### config.mk
export PLATFORM = sky130hd
export DESIGN_NAME = ring_freq_counter_flat
export DESIGN_NICKNAME = d
export VERILOG_FILES = /design/src/rtl/ring_freq_counter_pkg.sv /design/src/rtl/ring_freq_counter_if.sv /design/src/rtl/sync_edge.sv /design/src/rtl/ring_freq_counter.sv /design/src/flat_wrapper.sv
export SDC_FILE = /design/constraint.sdc
export NUM_CORES = 1
export LEC_CHECK = 0
export ABC_AREA = 1
export CAP_MARGIN = 20
export CORE_ASPECT_RATIO = 0.9
export CORE_MARGIN = 2
export CORE_UTILIZATION = 40
export CTS_CLUSTER_SIZE = 24
export DETAILED_ROUTE_END_ITERATION = 10
export PLACE_DENSITY_LB_ADDON = 0.2
export SETUP_SLACK_MARGIN = 0.1
export SYNTH_ARGS = -nofsm -noshare
export SYNTH_HDL_FRONTEND = slang
export SYNTH_SLANG_ARGS = --single-unit
### constraint.sdc
create_clock -name clk -period 1.7 [get_ports clk]
set_input_delay 0.17 -clock clk [delete_from_list [all_inputs] [get_ports clk]]
set_output_delay 0.17 -clock clk [all_outputs]
set_load 0.02 [all_outputs]
### src/rtl/ring_freq_counter_pkg.sv
// Shared FSM encoding and gate-window table for the ring frequency counter.
// Window lengths are in clk cycles, indexed by win_sel.
package ring_freq_counter_pkg;

  localparam int WIN_W = 13;

  typedef enum logic [1:0] {
    ST_IDLE    = 2'd0,
    ST_ARM     = 2'd1,
    ST_MEASURE = 2'd2,
    ST_DONE    = 2'd3
  } state_t;

  localparam logic [3:0][WIN_W:0] WIN_LEN = {14'd8192, 14'd4096, 14'd2048, 14'd1024};

  // Window counter preload: it counts down to 0, so the last MEASURE cycle is the one reading 0.
  function automatic logic [WIN_W-1:0] win_load(input logic [1:0] sel);
    logic [WIN_W:0] last;
    last = WIN_LEN[sel] - (WIN_W + 1)'(1);
    return last[WIN_W-1:0];
  endfunction

endpackage

### src/rtl/ring_freq_counter_if.sv
// Control and result signals of the ring frequency counter.
// master drives ring_div/ena/start/win_sel; slave (the counter) returns the result.
interface ring_freq_counter_if #(
  parameter int CNT_W = 16
);
  logic             ring_div;
  logic             ena;
  logic             start;
  logic [1:0]       win_sel;
  logic [CNT_W-1:0] count;
  logic             valid;
  logic             busy;
  logic             overflow;

  modport master (
    output ring_div, ena, start, win_sel,
    input  count, valid, busy, overflow
  );

  modport slave (
    input  ring_div, ena, start, win_sel,
    output count, valid, busy, overflow
  );
endinterface

### src/rtl/sync_edge.sv
// Synchroniser plus rising-edge detector; one-cycle pulse SYNC_STAGES+1 cycles after a rise.
// No backpressure; pulses are suppressed until the chain has filled after reset.
module sync_edge #(
  parameter int SYNC_STAGES = 2
) (
  input  logic clk,
  input  logic rst_n,
  input  logic ring_div_i,
  output logic edge_o
);

  localparam int FILL   = SYNC_STAGES + 1;
  localparam int FILL_W = $clog2(FILL + 1);

  logic [SYNC_STAGES-1:0] sync_q;
  logic                   prev_q;
  logic                   edge_q;
  logic [FILL_W-1:0]      fill_q;
  logic                   filled;

  // prev_q only holds a real sample once the chain is full, so a level already high at
  // reset release must not look like a rising edge.
  assign filled = (fill_q == FILL_W'(FILL));

  always_ff @(posedge clk or negedge rst_n) begin
    if (!rst_n) begin
      sync_q <= '0;
      prev_q <= 1'b0;
      edge_q <= 1'b0;
      fill_q <= '0;
    end else begin
      sync_q <= {sync_q[SYNC_STAGES-2:0], ring_div_i};
      prev_q <= sync_q[SYNC_STAGES-1];
      edge_q <= filled & sync_q[SYNC_STAGES-1] & ~prev_q;
      if (!filled) begin
        fill_q <= fill_q + FILL_W'(1);
      end
    end
  end

  assign edge_o = edge_q;

endmodule

### src/rtl/ring_freq_counter.sv
// Counts ring_div rising edges over a 1024..8192-cycle gate; result valid window+2 cycles after start.
// No backpressure: valid is a one-cycle pulse, count/overflow hold until the next result.
module ring_freq_counter
  import ring_freq_counter_pkg::*;
#(
  parameter int CNT_W       = 16,
  parameter int SYNC_STAGES = 2
) (
  input logic                clk,
  input logic                rst_n,
  ring_freq_counter_if.slave bus
);

  state_t             state_q, state_d;
  logic [1:0]         win_sel_q, win_sel_d;
  logic [WIN_W-1:0]   win_cnt_q, win_cnt_d;
  logic [CNT_W-1:0]   acc_q, acc_d;
  logic               sat_q, sat_d;
  logic [CNT_W-1:0]   count_q, count_d;
  logic               ovf_q, ovf_d;
  logic               edge_pulse;

  sync_edge #(
    .SYNC_STAGES(SYNC_STAGES)
  ) u_sync_edge (
    .clk       (clk),
    .rst_n     (rst_n),
    .ring_div_i(bus.ring_div),
    .edge_o    (edge_pulse)
  );

  always_comb begin
    state_d   = state_q;
    win_sel_d = win_sel_q;
    win_cnt_d = win_cnt_q;
    acc_d     = acc_q;
    sat_d     = sat_q;
    count_d   = count_q;
    ovf_d     = ovf_q;

    unique case (state_q)
      ST_IDLE: begin
        if (bus.start && bus.ena) begin
          state_d   = ST_ARM;
          win_sel_d = bus.win_sel;
        end
      end
      ST_ARM: begin
        acc_d     = '0;
        sat_d     = 1'b0;
        win_cnt_d = win_load(win_sel_q);
        state_d   = ST_MEASURE;
      end
      ST_MEASURE: begin
        // overflow means an edge was actually dropped, not merely that the ceiling was reached
        if (edge_pulse) begin
          if (&acc_q) begin
            sat_d = 1'b1;
          end else begin
            acc_d = acc_q + CNT_W'(1);
          end
        end
        win_cnt_d = win_cnt_q - WIN_W'(1);
        if (win_cnt_q == '0) begin
          state_d = ST_DONE;
          count_d = acc_d;
          ovf_d   = sat_d;
        end
      end
      ST_DONE: begin
        state_d = ST_IDLE;
      end
      default: begin
        state_d = ST_IDLE;
      end
    endcase

    if (state_q != ST_IDLE && !bus.ena) begin
      state_d = ST_IDLE;
      count_d = count_q;
      ovf_d   = ovf_q;
    end
  end

  always_ff @(posedge clk or negedge rst_n) begin
    if (!rst_n) begin
      state_q   <= ST_IDLE;
      win_sel_q <= '0;
      win_cnt_q <= '0;
      acc_q     <= '0;
      sat_q     <= 1'b0;
      count_q   <= '0;
      ovf_q     <= 1'b0;
    end else begin
      state_q   <= state_d;
      win_sel_q <= win_sel_d;
      win_cnt_q <= win_cnt_d;
      acc_q     <= acc_d;
      sat_q     <= sat_d;
      count_q   <= count_d;
      ovf_q     <= ovf_d;
    end
  end

  assign bus.count    = count_q;
  assign bus.overflow = ovf_q;
  assign bus.valid    = (state_q == ST_DONE);
  assign bus.busy     = (state_q != ST_IDLE);

endmodule

### src/flat_wrapper.sv
// flat-port wrapper written by rule: the top's interface ports become plain ports
module ring_freq_counter_flat import ring_freq_counter_pkg::*;
#(
  parameter int CNT_W       = 16,
  parameter int SYNC_STAGES = 2
)
  (clk, rst_n, bus_ring_div, bus_ena, bus_start, bus_win_sel, bus_count, bus_valid, bus_busy, bus_overflow);
  ring_freq_counter_if #(.CNT_W(CNT_W)) bus_i ();
  input logic clk;
  input logic rst_n;
  input wire logic [$bits(bus_i.ring_div)-1:0] bus_ring_div;
  input wire logic [$bits(bus_i.ena)-1:0] bus_ena;
  input wire logic [$bits(bus_i.start)-1:0] bus_start;
  input wire logic [$bits(bus_i.win_sel)-1:0] bus_win_sel;
  output wire logic [$bits(bus_i.count)-1:0] bus_count;
  output wire logic [$bits(bus_i.valid)-1:0] bus_valid;
  output wire logic [$bits(bus_i.busy)-1:0] bus_busy;
  output wire logic [$bits(bus_i.overflow)-1:0] bus_overflow;
  assign bus_i.ring_div = bus_ring_div;
  assign bus_i.ena = bus_ena;
  assign bus_i.start = bus_start;
  assign bus_i.win_sel = bus_win_sel;
  assign bus_count = bus_i.count;
  assign bus_valid = bus_i.valid;
  assign bus_busy = bus_i.busy;
  assign bus_overflow = bus_i.overflow;
  ring_freq_counter #(.CNT_W(CNT_W), .SYNC_STAGES(SYNC_STAGES)) u_core (.clk(clk), .rst_n(rst_n), .bus(bus_i));
endmodule
==> out/results.env, run 1 <==
GRT_PASS1_WL_UM=12600
PATH_MAX_FANOUT=6
TNS_NS=-0.0219
SYNTH.YOSYS.SEQ_AREA_SHARE=0.447
DRC=0
FINAL.MIN_CLOCK_PERIOD_NS=1.72
WORST_R2R_PATH_DEPTH=11
VIOLATIONS='setup timing'
WORSTHOLDENDPOINT='u_core.u_sync_edge.sync_q[0]$_DFF_PN0_'
CRIT_PATH_ARRIVAL_TIME_NS=1.95
TIMING.HOLD.WORST.START='bus_ring_div'
ROUTED_WIRE_LENGTH_PER_INSTANCE_UM=13.4
POSTSYNTH.TOPFLOPCELL='dfrtp_1'
FINAL_CORE_UTILIZATION=0.566
DRT_PRE_ANTENNA_ITERS=5
YS_ASYNC_SR_FRACTION=1.00
DR.FIRST_ITER.DRC_COUNT=156
DIE_AREA_UM2=8710
TRITONCTS.NUM_BUFFERS=9
WARNING_COUNT_FROM_THE_YOSYS_RUN=0
FINAL_DESIGN_AREA_NO_FILL_UM2=4330
DRIVE_GT1_FRAC=0.247
SETUP_WS_NS=-0.0219
SYN-INSTANCE-COUNT=440
CHIPHEIGHT_UM=88.8
WORSTSKEWPAIRLATENCY_NS=0.34
POST_DP_CELL_AREA_UM2=3630
GRT_MAX_DEGREE=41
CTS.CLK_SLEW.WORST_PATHS_NS=0.06
HOLD_PATH_CLASS='in -> reg'
MIN_PATH_CELLS=1
SYNTH_TOP_AREA_SHARE=0.447
OUTCOME='finished, violations left'
SETUP_VIOLATIONS_FINAL=1
GPL.FINAL_WEIGHTED_CONGESTION=0.870
SYNTH_TOP_CELL_BY_AREA='dfrtp_1'
FINAL_CELLS=598
INITIAL_CORE_UTIL=0.417
START_KIND='flip-flop'
SYNTH-EDFF-COUNT=0
WL_UM=8030
GRT_REMAINING_OVERFLOW=0
NUMBER_OF_I_O_PORT_BUFFERS=25
CTS_TREE='yes'
SYNTH.FF_LATCH_COUNT=57
POWER_DENSITY_nW_PER_UM2=1440
REG2REG_FROM='u_core.state_q[1]$_DFFE_PN0P_'
DP_CELLS=564
CRITPATHCAPTURETYPE='flip-flop'
CLOCK_TREE.BUFFER_DEPTH=2
CORE.ROWCOUNT=30
POST-PLACE-WS_NS=-0.0418
POWER.STATIC_LEAKAGE_nW=2.09
CTS-HTREE-LEVELS=3
ANTENNA-DIODE-COUNT=0
AVG_CELL_AREA_SYN_UM2=7.26
FIN_NETS=512
FINAL_MAX_SLEW_VIOL_COUNT=0
NUM_VIAS=3030
WORST_EP_REQUIRED_TIME_NS=1.93
HOLD_VIOLATIONS=0
MAX_SLEW.WORST_PIN.SLEW_NS=0.457
CLOCK_TREE.ROOT_CELL='clkbuf_8'
CHIPWIDTH_UM=98.2
GROUTE.USAGE.OVERALL=0.183
DPL.HPWL_UM=5230
TIMING.REG2REG.SETUP_SLACK_NS=-0.02
SLEW_HEADROOM=0.695
REG2REG_TO='u_core.win_cnt_q[11]$_DFFE_PN0P_'
DETAIL-ROUTE-ANTENNA-NETS=0
VIAS_IN_THE_FIRST_GLOBAL_ROUTE=2745
POST_SYNTHESIS_CELL_AREA_UM2=3190
SYNTH_CELL_TYPE_COUNT=27
CRITPATHKIND='reg -> reg'
CORE_AREA_UM2=7660
SYNTH.CELLS.MOST_FREQUENT='171 x nand2_1, 57 x dfrtp_1, 42 x inv_1, 42 x nand3_1, 31 x o21ai_0'
ANTENNA_FOUND_INITIAL=0
SKEW_NS=0.00424
IR_DROP_mV=0.782
UNREPAIRED_SETUP_ENDPOINTS_AFTER_GLOBAL_ROUTING='yes'
REPORT.POWER.TOTAL_mW=6.25
SYN_NETS=454
SYN_TO_FINAL_GROWTH_PCT=35.7
MAX_FREQ_MHz=581
TIMING.FINAL.CRIT_SHARE=1.01
TIMING.HOLD.WS_NS=0.270
DETAIL_ROUTE.VIAS_PER_CELL=5.07
SYNTHTOPCELLSBYAREA='dfrtp_1 45%, nand2_1 20%, nand3_1 6.6%'
SYNTH_MOST_COMMON_CELL='nand2_1'
NUM_IO_PINS=26
NUMCLOCKSINKS=57
MAXCAPVIOLATIONS=0
==> metal layers <==
metal	routed length [um]	global-route usage
met5	0	0
met4	103	0.0461
met3	386	0.0537
met2	3590	0.293
met1	3950	0.247
==> worst max-delay path, stage by stage, from the launching register on <==
cell and delay, ns:
dfrtp_2 0.47, ha_4 0.20, clkbuf_16 0.15, buf_4 0.13, nand2_1 0.08, nand2_1 0.05, nor2_1 0.12, nand2_2 0.09
nand2_2 0.09, nand3_1 0.09, nand3_2 0.09, nand2_1 0.05
==> cells in the final DEF, fill, tap and decap left out, types with 6 or more instances in the layout <==
cell and n:
nand2_1 148, dfrtp_1 52, nand3_1 36, inv_1 35, nand2_2 23, nor2_1 22, clkdlybuf4s50_1 22, o21ai_0 20
buf_4 20, clkbuf_8 10, o21ai_1 9, inv_2 8, xor2_1 6, nand4_1 6, nor2_4 6, nand3_2 6
buf_6 6
==> logic make-up (layout without fill, tap and decap cells) <==
family | Yosys count | after routing | share of synthesized area
fa+ha+maj | 7 | 7 | 0.0274
mux | 3 | 3 | 0.0106
buf+inv | 57 | 118 | 0.0729
flops | 57 | 57 | 0.447
compound gates | 42 | 42 | 0.0701
xor+xnor | 10 | 10 | 0.0274
simple gates | 264 | 265 | 0.345
==> what timing repair did <==
action	4_1_cts	5_1_grt
hold buffers	1	0
pin swaps	6	22
cloned	0	3
buffers inserted	6	9
gates resized for setup	20	81
hold endpoints to repair	17	0
endpoints found under the setup margin	43	50
==> power breakdown <==
group	internal (mW)	switching, mW	leakage (nW)
Clock	0.853	0.539	0.104
Sequential	1.60	0.212	0.733
Combinational	1.26	1.79	1.25
==> how the worst max path moves through the flow <==
| stage | slack [ns] | end | startpoint |
|---|---|---|---|
| global placement | -0.02 | u_core.win_cnt_q[11]$_DFFE_PN0P_ | u_core.state_q[0]$_DFFE_PN0P_ |
| floorplan | 0.11 | u_core.win_cnt_q[4]$_DFFE_PN0P_ | u_core.state_q[1]$_DFFE_PN0P_ |
| detailed placement | -0.04 | u_core.win_cnt_q[11]$_DFFE_PN0P_ | u_core.state_q[0]$_DFFE_PN0P_ |
| CTS | 0.02 | u_core.win_cnt_q[11]$_DFFE_PN0P_ | u_core.state_q[0]$_DFFE_PN0P_ |
| finish | -0.02 | u_core.win_cnt_q[11]$_DFFE_PN0P_ | u_core.state_q[1]$_DFFE_PN0P_ |
| global route | -0.1 | u_core.win_cnt_q[11]$_DFFE_PN0P_ | u_core.state_q[1]$_DFFE_PN0P_ |
==> area by class of cell <==
cell class	instances	area [um2]
tap	96	120
sequential	57	1430
fill	729	3320
timing repair buffer	58	588
multi-input combinational	327	1800
clock buffer	10	138
clock inverter	5	80.1
inverter	45	178
==> state kept, by name, indices dropped and copies added, names as in the netlist, 2 cells and up <==
register	flops
u_core.win_cnt_q	13
u_core.acc_q	16
u_core.bus.count	16
u_core.u_sync_edge.fill_q	2
u_core.win_sel_q	2
u_core.state_q	2
u_core.u_sync_edge.sync_q	2
(Power assumes the default switching activity.)
==> inputs of run 2 (changes only) <==
- CTS_CLUSTER_SIZE: 24 -> 12
==> results of run 2 <==
Final layout, timing and power as in run 1 (identical DEF).
